===== src/rtl/aes_uart_framer_if.sv =====
// Framer-side bus bundle: UART RX/TX byte signals and the 128-bit block handshakes.
// The master modport is the framer's view; slave is the surrounding UART/AES side.
interface aes_uart_framer_if #(
    parameter int BYTES_PER_BLOCK = 16
);
    localparam int BLK_W = BYTES_PER_BLOCK * 8;
    localparam int CNT_W = $clog2(BYTES_PER_BLOCK + 1);

    logic             rx_valid;
    logic [7:0]       rx_byte;
    logic [BLK_W-1:0] blk_out_data;
    logic             blk_out_valid;
    logic             blk_out_ready;
    logic [BLK_W-1:0] blk_in_data;
    logic             blk_in_valid;
    logic             blk_in_ready;
    logic             tx_start;
    logic [7:0]       tx_byte;
    logic             tx_busy;
    logic             tx_done;
    logic [CNT_W-1:0] rx_count;
    logic             overrun;

    modport master (
        input  rx_valid, rx_byte, blk_out_ready, blk_in_data, blk_in_valid, tx_busy, tx_done,
        output blk_out_data, blk_out_valid, blk_in_ready, tx_start, tx_byte, rx_count, overrun
    );

    modport slave (
        output rx_valid, rx_byte, blk_out_ready, blk_in_data, blk_in_valid, tx_busy, tx_done,
        input  blk_out_data, blk_out_valid, blk_in_ready, tx_start, tx_byte, rx_count, overrun
    );
endinterface


===== src/rtl/aes_uart_framer.sv =====
// UART byte <-> AES block framer: RX packs bytes into a block, TX serialises a block into bytes.
// Define FRAMER_TIMEOUT_EN to discard a partial RX block after RX_TIMEOUT idle cycles.
module aes_uart_framer #(
    parameter int BYTES_PER_BLOCK = 16,
    parameter int RX_TIMEOUT      = 1000000
) (
    input  logic             clk,
    input  logic             reset,
    aes_uart_framer_if.master bus
);
    localparam int NB    = BYTES_PER_BLOCK;
    localparam int CNT_W = $clog2(NB + 1);
    localparam int IDX_W = $clog2(NB);

    typedef enum logic       {RX_FILL, RX_HOLD} rx_state_t;
    typedef enum logic [1:0] {TX_IDLE, TX_SEND, TX_WAIT} tx_state_t;

    // ---------------- receive side ----------------
    rx_state_t          rx_state, rx_next;
    logic [NB-1:0][7:0] rx_blk;
    logic [CNT_W-1:0]   rx_cnt, rx_cnt_next;
    logic [IDX_W-1:0]   rx_lane;
    logic               rx_wr, rx_drop, rx_flush, ovr;

    always_ff @(posedge clk) begin
        if (reset) rx_state <= RX_FILL;
        else       rx_state <= rx_next;
    end

    always_comb begin
        rx_next     = rx_state;
        rx_wr       = 1'b0;
        rx_drop     = 1'b0;
        rx_lane     = IDX_W'(NB - 1);
        rx_cnt_next = rx_cnt;
        case (rx_state)
            RX_FILL: begin
                if (bus.rx_valid) begin
                    rx_wr       = 1'b1;
                    rx_lane     = IDX_W'(NB - 1) - rx_cnt[IDX_W-1:0];
                    rx_cnt_next = rx_cnt + CNT_W'(1);
                    if (rx_cnt == CNT_W'(NB - 1)) rx_next = RX_HOLD;
                end else if (rx_flush) begin
                    rx_cnt_next = '0;
                end
            end
            RX_HOLD: begin
                // A byte arriving with the handshake starts the next block instead of overrunning.
                if (bus.blk_out_ready) begin
                    rx_next     = RX_FILL;
                    rx_wr       = bus.rx_valid;
                    rx_cnt_next = bus.rx_valid ? CNT_W'(1) : '0;
                end else if (bus.rx_valid) begin
                    rx_drop = 1'b1;
                end
            end
            default: rx_next = RX_FILL;
        endcase
    end

    always_ff @(posedge clk) begin
        if (reset) begin
            rx_blk <= '0;
            rx_cnt <= '0;
            ovr    <= 1'b0;
        end else begin
            if (rx_wr)   rx_blk[rx_lane] <= bus.rx_byte;
            if (rx_drop) ovr <= 1'b1;
            rx_cnt <= rx_cnt_next;
        end
    end

`ifdef FRAMER_TIMEOUT_EN
    localparam int TMR_W = $clog2(RX_TIMEOUT + 1);
    logic [TMR_W-1:0] rx_tmr;
    logic             tmr_run;

    assign tmr_run  = (rx_state == RX_FILL) && (rx_cnt != '0) && !bus.rx_valid;
    assign rx_flush = tmr_run && (rx_tmr == TMR_W'(RX_TIMEOUT - 1));

    always_ff @(posedge clk) begin
        if (reset || !tmr_run || rx_flush) rx_tmr <= '0;
        else                               rx_tmr <= rx_tmr + TMR_W'(1);
    end
`else
    assign rx_flush = 1'b0;
`endif

    assign bus.blk_out_data  = rx_blk;
    assign bus.blk_out_valid = (rx_state == RX_HOLD);
    assign bus.rx_count      = rx_cnt;
    assign bus.overrun       = ovr;

    // ---------------- transmit side ----------------
    tx_state_t          tx_state, tx_next;
    logic [NB-1:0][7:0] tx_sr;
    logic [IDX_W-1:0]   tx_idx;
    logic               tx_load, tx_adv, rdy_q;

    always_ff @(posedge clk) begin
        if (reset) tx_state <= TX_IDLE;
        else       tx_state <= tx_next;
    end

    always_comb begin
        tx_next = tx_state;
        tx_load = 1'b0;
        tx_adv  = 1'b0;
        case (tx_state)
            TX_IDLE: begin
                if (rdy_q && bus.blk_in_valid) begin
                    tx_load = 1'b1;
                    tx_next = TX_SEND;
                end
            end
            TX_SEND: if (!bus.tx_busy) tx_next = TX_WAIT;
            TX_WAIT: begin
                if (bus.tx_done) begin
                    if (tx_idx == IDX_W'(NB - 1)) begin
                        tx_next = TX_IDLE;
                    end else begin
                        tx_adv  = 1'b1;
                        tx_next = TX_SEND;
                    end
                end
            end
            default: tx_next = TX_IDLE;
        endcase
    end

    // Ready is registered so it stays low through reset and rises one cycle after it.
    always_ff @(posedge clk) begin
        if (reset) begin
            tx_sr  <= '0;
            tx_idx <= '0;
            rdy_q  <= 1'b0;
        end else begin
            if (tx_load) begin
                tx_sr  <= bus.blk_in_data;
                tx_idx <= '0;
            end else if (tx_adv) begin
                tx_sr  <= {tx_sr[NB-2:0], 8'h00};
                tx_idx <= tx_idx + IDX_W'(1);
            end
            rdy_q <= (tx_next == TX_IDLE);
        end
    end

    assign bus.tx_start     = (tx_state == TX_SEND) && !bus.tx_busy && !reset;
    assign bus.tx_byte      = tx_sr[NB-1];
    assign bus.blk_in_ready = rdy_q;
endmodule


===== src/flat_wrapper.sv =====
// flat-port wrapper written by rule: the top's interface ports become plain ports
module aes_uart_framer_flat 
#(
    parameter int BYTES_PER_BLOCK = 16,
    parameter int RX_TIMEOUT      = 1000000
)
  (clk, reset, bus_rx_valid, bus_rx_byte, bus_blk_out_ready, bus_blk_in_data, bus_blk_in_valid, bus_tx_busy, bus_tx_done, bus_blk_out_data, bus_blk_out_valid, bus_blk_in_ready, bus_tx_start, bus_tx_byte, bus_rx_count, bus_overrun);
  aes_uart_framer_if #(.BYTES_PER_BLOCK(BYTES_PER_BLOCK)) bus_i ();
  input  logic clk;
  input  logic reset;
  input wire logic [$bits(bus_i.rx_valid)-1:0] bus_rx_valid;
  input wire logic [$bits(bus_i.rx_byte)-1:0] bus_rx_byte;
  input wire logic [$bits(bus_i.blk_out_ready)-1:0] bus_blk_out_ready;
  input wire logic [$bits(bus_i.blk_in_data)-1:0] bus_blk_in_data;
  input wire logic [$bits(bus_i.blk_in_valid)-1:0] bus_blk_in_valid;
  input wire logic [$bits(bus_i.tx_busy)-1:0] bus_tx_busy;
  input wire logic [$bits(bus_i.tx_done)-1:0] bus_tx_done;
  output wire logic [$bits(bus_i.blk_out_data)-1:0] bus_blk_out_data;
  output wire logic [$bits(bus_i.blk_out_valid)-1:0] bus_blk_out_valid;
  output wire logic [$bits(bus_i.blk_in_ready)-1:0] bus_blk_in_ready;
  output wire logic [$bits(bus_i.tx_start)-1:0] bus_tx_start;
  output wire logic [$bits(bus_i.tx_byte)-1:0] bus_tx_byte;
  output wire logic [$bits(bus_i.rx_count)-1:0] bus_rx_count;
  output wire logic [$bits(bus_i.overrun)-1:0] bus_overrun;
  assign bus_i.rx_valid = bus_rx_valid;
  assign bus_i.rx_byte = bus_rx_byte;
  assign bus_i.blk_out_ready = bus_blk_out_ready;
  assign bus_i.blk_in_data = bus_blk_in_data;
  assign bus_i.blk_in_valid = bus_blk_in_valid;
  assign bus_i.tx_busy = bus_tx_busy;
  assign bus_i.tx_done = bus_tx_done;
  assign bus_blk_out_data = bus_i.blk_out_data;
  assign bus_blk_out_valid = bus_i.blk_out_valid;
  assign bus_blk_in_ready = bus_i.blk_in_ready;
  assign bus_tx_start = bus_i.tx_start;
  assign bus_tx_byte = bus_i.tx_byte;
  assign bus_rx_count = bus_i.rx_count;
  assign bus_overrun = bus_i.overrun;
  aes_uart_framer #(.BYTES_PER_BLOCK(BYTES_PER_BLOCK), .RX_TIMEOUT(RX_TIMEOUT)) u_core (.clk(clk), .reset(reset), .bus(bus_i));
endmodule

===== config.mk =====
export PLATFORM = sky130hd
export DESIGN_NAME = aes_uart_framer_flat
export DESIGN_NICKNAME = d
export VERILOG_FILES = /design/src/rtl/aes_uart_framer_if.sv /design/src/rtl/aes_uart_framer.sv /design/src/flat_wrapper.sv
export SDC_FILE = /design/constraint.sdc
export NUM_CORES = 1
export LEC_CHECK = 0
export CORE_MARGIN = 5
export CORE_UTILIZATION = 49
export DETAILED_ROUTE_END_ITERATION = 12
export HOLD_SLACK_MARGIN = 0.15
export PLACE_DENSITY = 0.78
export RECOVER_POWER = 50
export SYNTH_ARGS = -nofsm -noshare
export SYNTH_HDL_FRONTEND = slang
export SYNTH_SLANG_ARGS = --single-unit

===== constraint.sdc =====
create_clock -name clk -period 2.05 [get_ports clk]
set_input_delay 0.41 -clock clk [delete_from_list [all_inputs] [get_ports clk]]
set_output_delay 0.41 -clock clk [all_outputs]
set_load 0.1 [all_outputs]

==> out/qor_table.md <==
| Group | Metric | Reported |
|:---|:---|:---|
| status | Status | completed |
| routing | First-iteration detailed-routing DRC count | 1,206 |
| yosys | Synthesized-area fraction occupied by xor and xnor cells | 0 |
| yosys | Share of synthesized area spent on multiplexers | 0.00793 |
| placed design | Number of buffers added on ports | 287 |
| cells and area | Area growth from synthesis to final layout | 30.7% |
| sta | Setup tns final | 0 ns |
| yosys | Main combinational cell family by area after synthesis | compound AO/OA/AOI/OAI gates |
| hold path | Hold wc startpoint | bus_blk_in_data[2] |
| power | Pwr per Cell Area | 852 nW/um^2 |
| sta | Peak clock frequency supported by timing | 524 MHz |
| yosys | Number of synthesized register bits | 270 |
| cts | Hold-fix buffers, CTS | 0 |
| routing | Post-detailed-route DRC marker count | 0 |
| critical path | Startpoint class of the critical path | register |
| floorplanning | Die area | 26,300 um^2 |
| cts | TritonCTS clock tree | built |
| power | Internal portion of total power | 9.31 mW |
| power | Worst voltage drop across the vdd grid | 0.628 mV |
| power | Static Leakage | 5.32 nW |
| yosys | Post-synth net total | 1,567 |
| sta | Number of pins exceeding their max-slew limit in the final report | 0 |
| global routing | GRT Residual Overflow | 0 |
| power | Switching power | 3.34 mW |
| global routing | Vias in the first global route | 10.8k |
| global routing | Antenna violations before repair | 5 |
| hold path | Worst min-delay path category | in -> reg |
| critical path | Worst Setup Path Type | reg -> out |
| sta | Worst Tran Pin Value | 0.659 ns |
| critical path | Sort of element at the end of the critical path | output pin |
| routing | Routed WL | 36,200 um |
| floorplanning | Effective utilization at floorplan | 0.500 |
| floorplanning | Top-level I/O count | 288 |
| yosys | Fraction of the mapped netlist area in adder cells | 0.00330 |
| yosys | Number of different library cells in the post-synthesis netlist | 43 |
| critical path | Required time at the worst-slack endpoint | 1.64 ns |
| cts | Buffer count from post-CTS setup fixing | 0 |
| yosys | Synth Area in Simple Gates | 0.182 |
| cts | Clock root buffer master | sky130_fd_sc_hd__clkbuf_16 |
| floorplanning | Number of standard-cell rows in the floorplan | 55 |
| cts | Clock buffers created by TritonCTS | 28 |
| yosys | Cells after Synth | 1,421 |
| cts | Clock transition at the registers of the reported paths | 0.06 ns |
| sta | Final period utilization | 0.931 |
| placed design | Routability cong. | 0.835 |
| cells and area | Final nets | 1,750 |
| yosys | Synthesized area | 11,400 um^2 |
| flow run | # Max-Cap Violations | 0 |
| routing | Routed Antenna Nets | 0 |
| critical path | Worst reg-to-reg setup slack | 0.20 ns |
| sta | Final setup violation count | 0 |
| sta | Final hold violations | 0 |
| sta | Unrepaired setup endpoints after global routing | false |
| floorplanning | Height of the die | 162 um |
| cells and area | Share of final-layout standard cells stronger than drive strength 1 | 0.157 |
| sta | Fin crit period | 1.91 ns |
| power | Net switching fraction of the power | 0.264 |
| hold path | Cells on Worst Hold Path | 3 |
| power | Reg power frac | 0.451 |
| sta | Headroom to the max-slew limit | 0.561 |
| sta | Clock skew after layout | 0.0128 ns |
| cts | Count of H-tree levels built during CTS | 1 |
| global routing | Overall routing resource usage | 0.261 |
| global routing | Largest net degree at the start of global routing | 138 |
| power | Power Total | 12.7 mW |
| cts | Maximum count of clock buffers along a single path | 3 |
| yosys | Sequential-to-total area share from yosys stat | 0.476 |
| routing | DR vias | 11.4k |
| critical path | Launch instance of the worst register-to-register path | u_core.tx_idx[0] |
| critical path | Maximum net fanout on the critical path | 8 |
| yosys | Warnings, synthesis | 0 |
| cts | Clk Latency, worst-skew pair | 0.53 ns |
| yosys | Compound-gate portion of the synthesized area | 0.262 |
| global routing | Global-route wire length before repair | 57,700 um |
| critical path | Data arrival, critical path | 1.50 ns |
| cts | Sinks on Clock Net | 270 |
| placed design | Post-DP HPWL | 23,000 um |
| critical path | CP startpoint | u_core.tx_state[1] |
| routing | Detailed Routing Iterations Pass 1 | 5 |
| critical path | Worst reg2reg path depth | 5 |
| routing | Routed length per instance | 18.9 um |
| cts | Number of gates resized after cts | 0 |
| power | Combinational cell fraction of total power | 0.138 |
| yosys | Mean instance size in the synthesized netlist | 8.00 um^2 |
| floorplanning | Floorplan core area | 22,700 um^2 |
| power | Share of power burned in the clock network | 0.411 |
| floorplanning | Horizontal die dimension | 162 um |
| routing | Number of vias per cell | 5.96 |
## power groups by stage
stage	Clock (mW)	Combinational [mW]	Sequential, mW
2_1_floorplan	0	0.948	5.98
3_3_place_gp	0	1.75	5.81
3_5_place_dp	0	1.77	5.82
4_1_cts	5.30	1.78	5.70
5_1_grt	5.51	1.89	5.74
6_report	5.20	1.75	5.71
## routing by layer
layer / part of all wire / vias up / track usage
met3: 0.082 / 80 / 0.0515
met4: 0.042 / 0 / 0.113
met1: 0.42 / 5366 / 0.362
met5: 0 / - / 0
li1: - / 5464 / -
met2: 0.46 / 514 / 0.395
## path summary, 6_finish.rpt
kind / to
max: bus_tx_start
min: u_core.tx_sr[2]
max reg2reg: u_core.tx_sr[63]
min reg2reg: u_core.bus.blk_out_data[126]
## registers in the layout, summed over array words and instances (netlist names), 2 cells and up
name and flops:
u_core.tx_sr 120, u_core.tx_idx 4, u_core.bus.tx_byte 8, u_core.bus.blk_out_data 128, u_core.bus.rx_count 5, u_core.tx_state 2
## cells by family (layout without fill, tap and decap cells)
family,after synthesis,count (layout)
adder cells (fa/ha/maj),3,3
multiplexers,9,9
flip-flops,270,270
AO/OA/AOI/OAI,518,518
other,0,5
buffers and inverters,187,392
AND/OR/NAND/NOR,434,434
## synth_stat cells, drive strengths merged
library cell	n	area (um^2)
dfxtp	270	5410
o21ai	242	1210
a21oi	137	686
nor2	128	480
nand3	123	616
nor3	121	606
a211oi	120	901
clkbuf	120	450
buf	62	323
nand2	33	124
mux2i	9	90.1
o211ai	8	60.1
inv	5	18.8
and3	4	25.0
nand2b	4	25.0
ha	3	37.5
nand4bb	3	33.8
nor2b	3	18.8
or3	3	23.8
a221o	2	20.0
a22oi	2	15.0
and4b	2	20.0
nor4bb	2	20.0
a2111oi	1	8.76
a221oi	1	26.3
a2bb2oi	1	8.76
a311oi	1	8.76
and2	1	6.26
and3b	1	8.76
and4bb	1	12.5
nand3b	1	7.51
nand4b	1	8.76
nor4b	1	15.0
o21ba	1	10.0
o311ai	1	8.76
o31ai	1	7.51
or2	1	6.26
or4b	1	10.0
## worst max-delay path: stages (launching register included)
cell	delay (ns)
sky130_fd_sc_hd__dfxtp_1	0.37
sky130_fd_sc_hd__nor2_1	0.19
sky130_fd_sc_hd__and3_2	0.24
sky130_fd_sc_hd__buf_12	0.18
## per-stage QoR
step                      hold WS (ns)  worst slack [ns]   util  std cells  cell area [um^2]
after floorplan                  0.470            0.0578      -       1421             11400
after global placement           0.445             0.104  0.626       1859             14200
after detailed placement         0.455            0.0185  0.626       1859             14200
after CTS                        0.400             0.106  0.668       1911             15200
after global routing             0.424            0.0448  0.654       1916             14900
final                            0.428             0.141  0.654       1916             14900
## layout by cell type, fill, tap and decap left out, types with 29 or more instances in the layout
| cell type | synthesis | routed |
|---|---|---|
| sky130_fd_sc_hd__dfxtp_1 | 270 | 265 |
| sky130_fd_sc_hd__o21ai_0 | 229 | 229 |
| sky130_fd_sc_hd__clkdlybuf4s50_1 | 0 | 140 |
| sky130_fd_sc_hd__a21oi_1 | 137 | 137 |
| sky130_fd_sc_hd__nor2_1 | 128 | 128 |
| sky130_fd_sc_hd__nand3_1 | 123 | 123 |
| sky130_fd_sc_hd__nor3_1 | 121 | 121 |
| sky130_fd_sc_hd__a211oi_1 | 120 | 120 |
| sky130_fd_sc_hd__clkbuf_2 | 0 | 99 |
| sky130_fd_sc_hd__buf_4 | 8 | 70 |
| sky130_fd_sc_hd__nand2_1 | 33 | 32 |
| sky130_fd_sc_hd__clkbuf_16 | 0 | 29 |
## cell type report
type	count	area, um^2
fillers	1969	7860
flip-flops and latches	270	5410
multi-input cells	964	5220
repair buffers	335	2880
clock buffers	43	858
well taps	285	357
clock inverters	9	100
inverters	5	20.0
diodes	5	12.5
No activity file was read; power rests on OpenSTA's default activity.
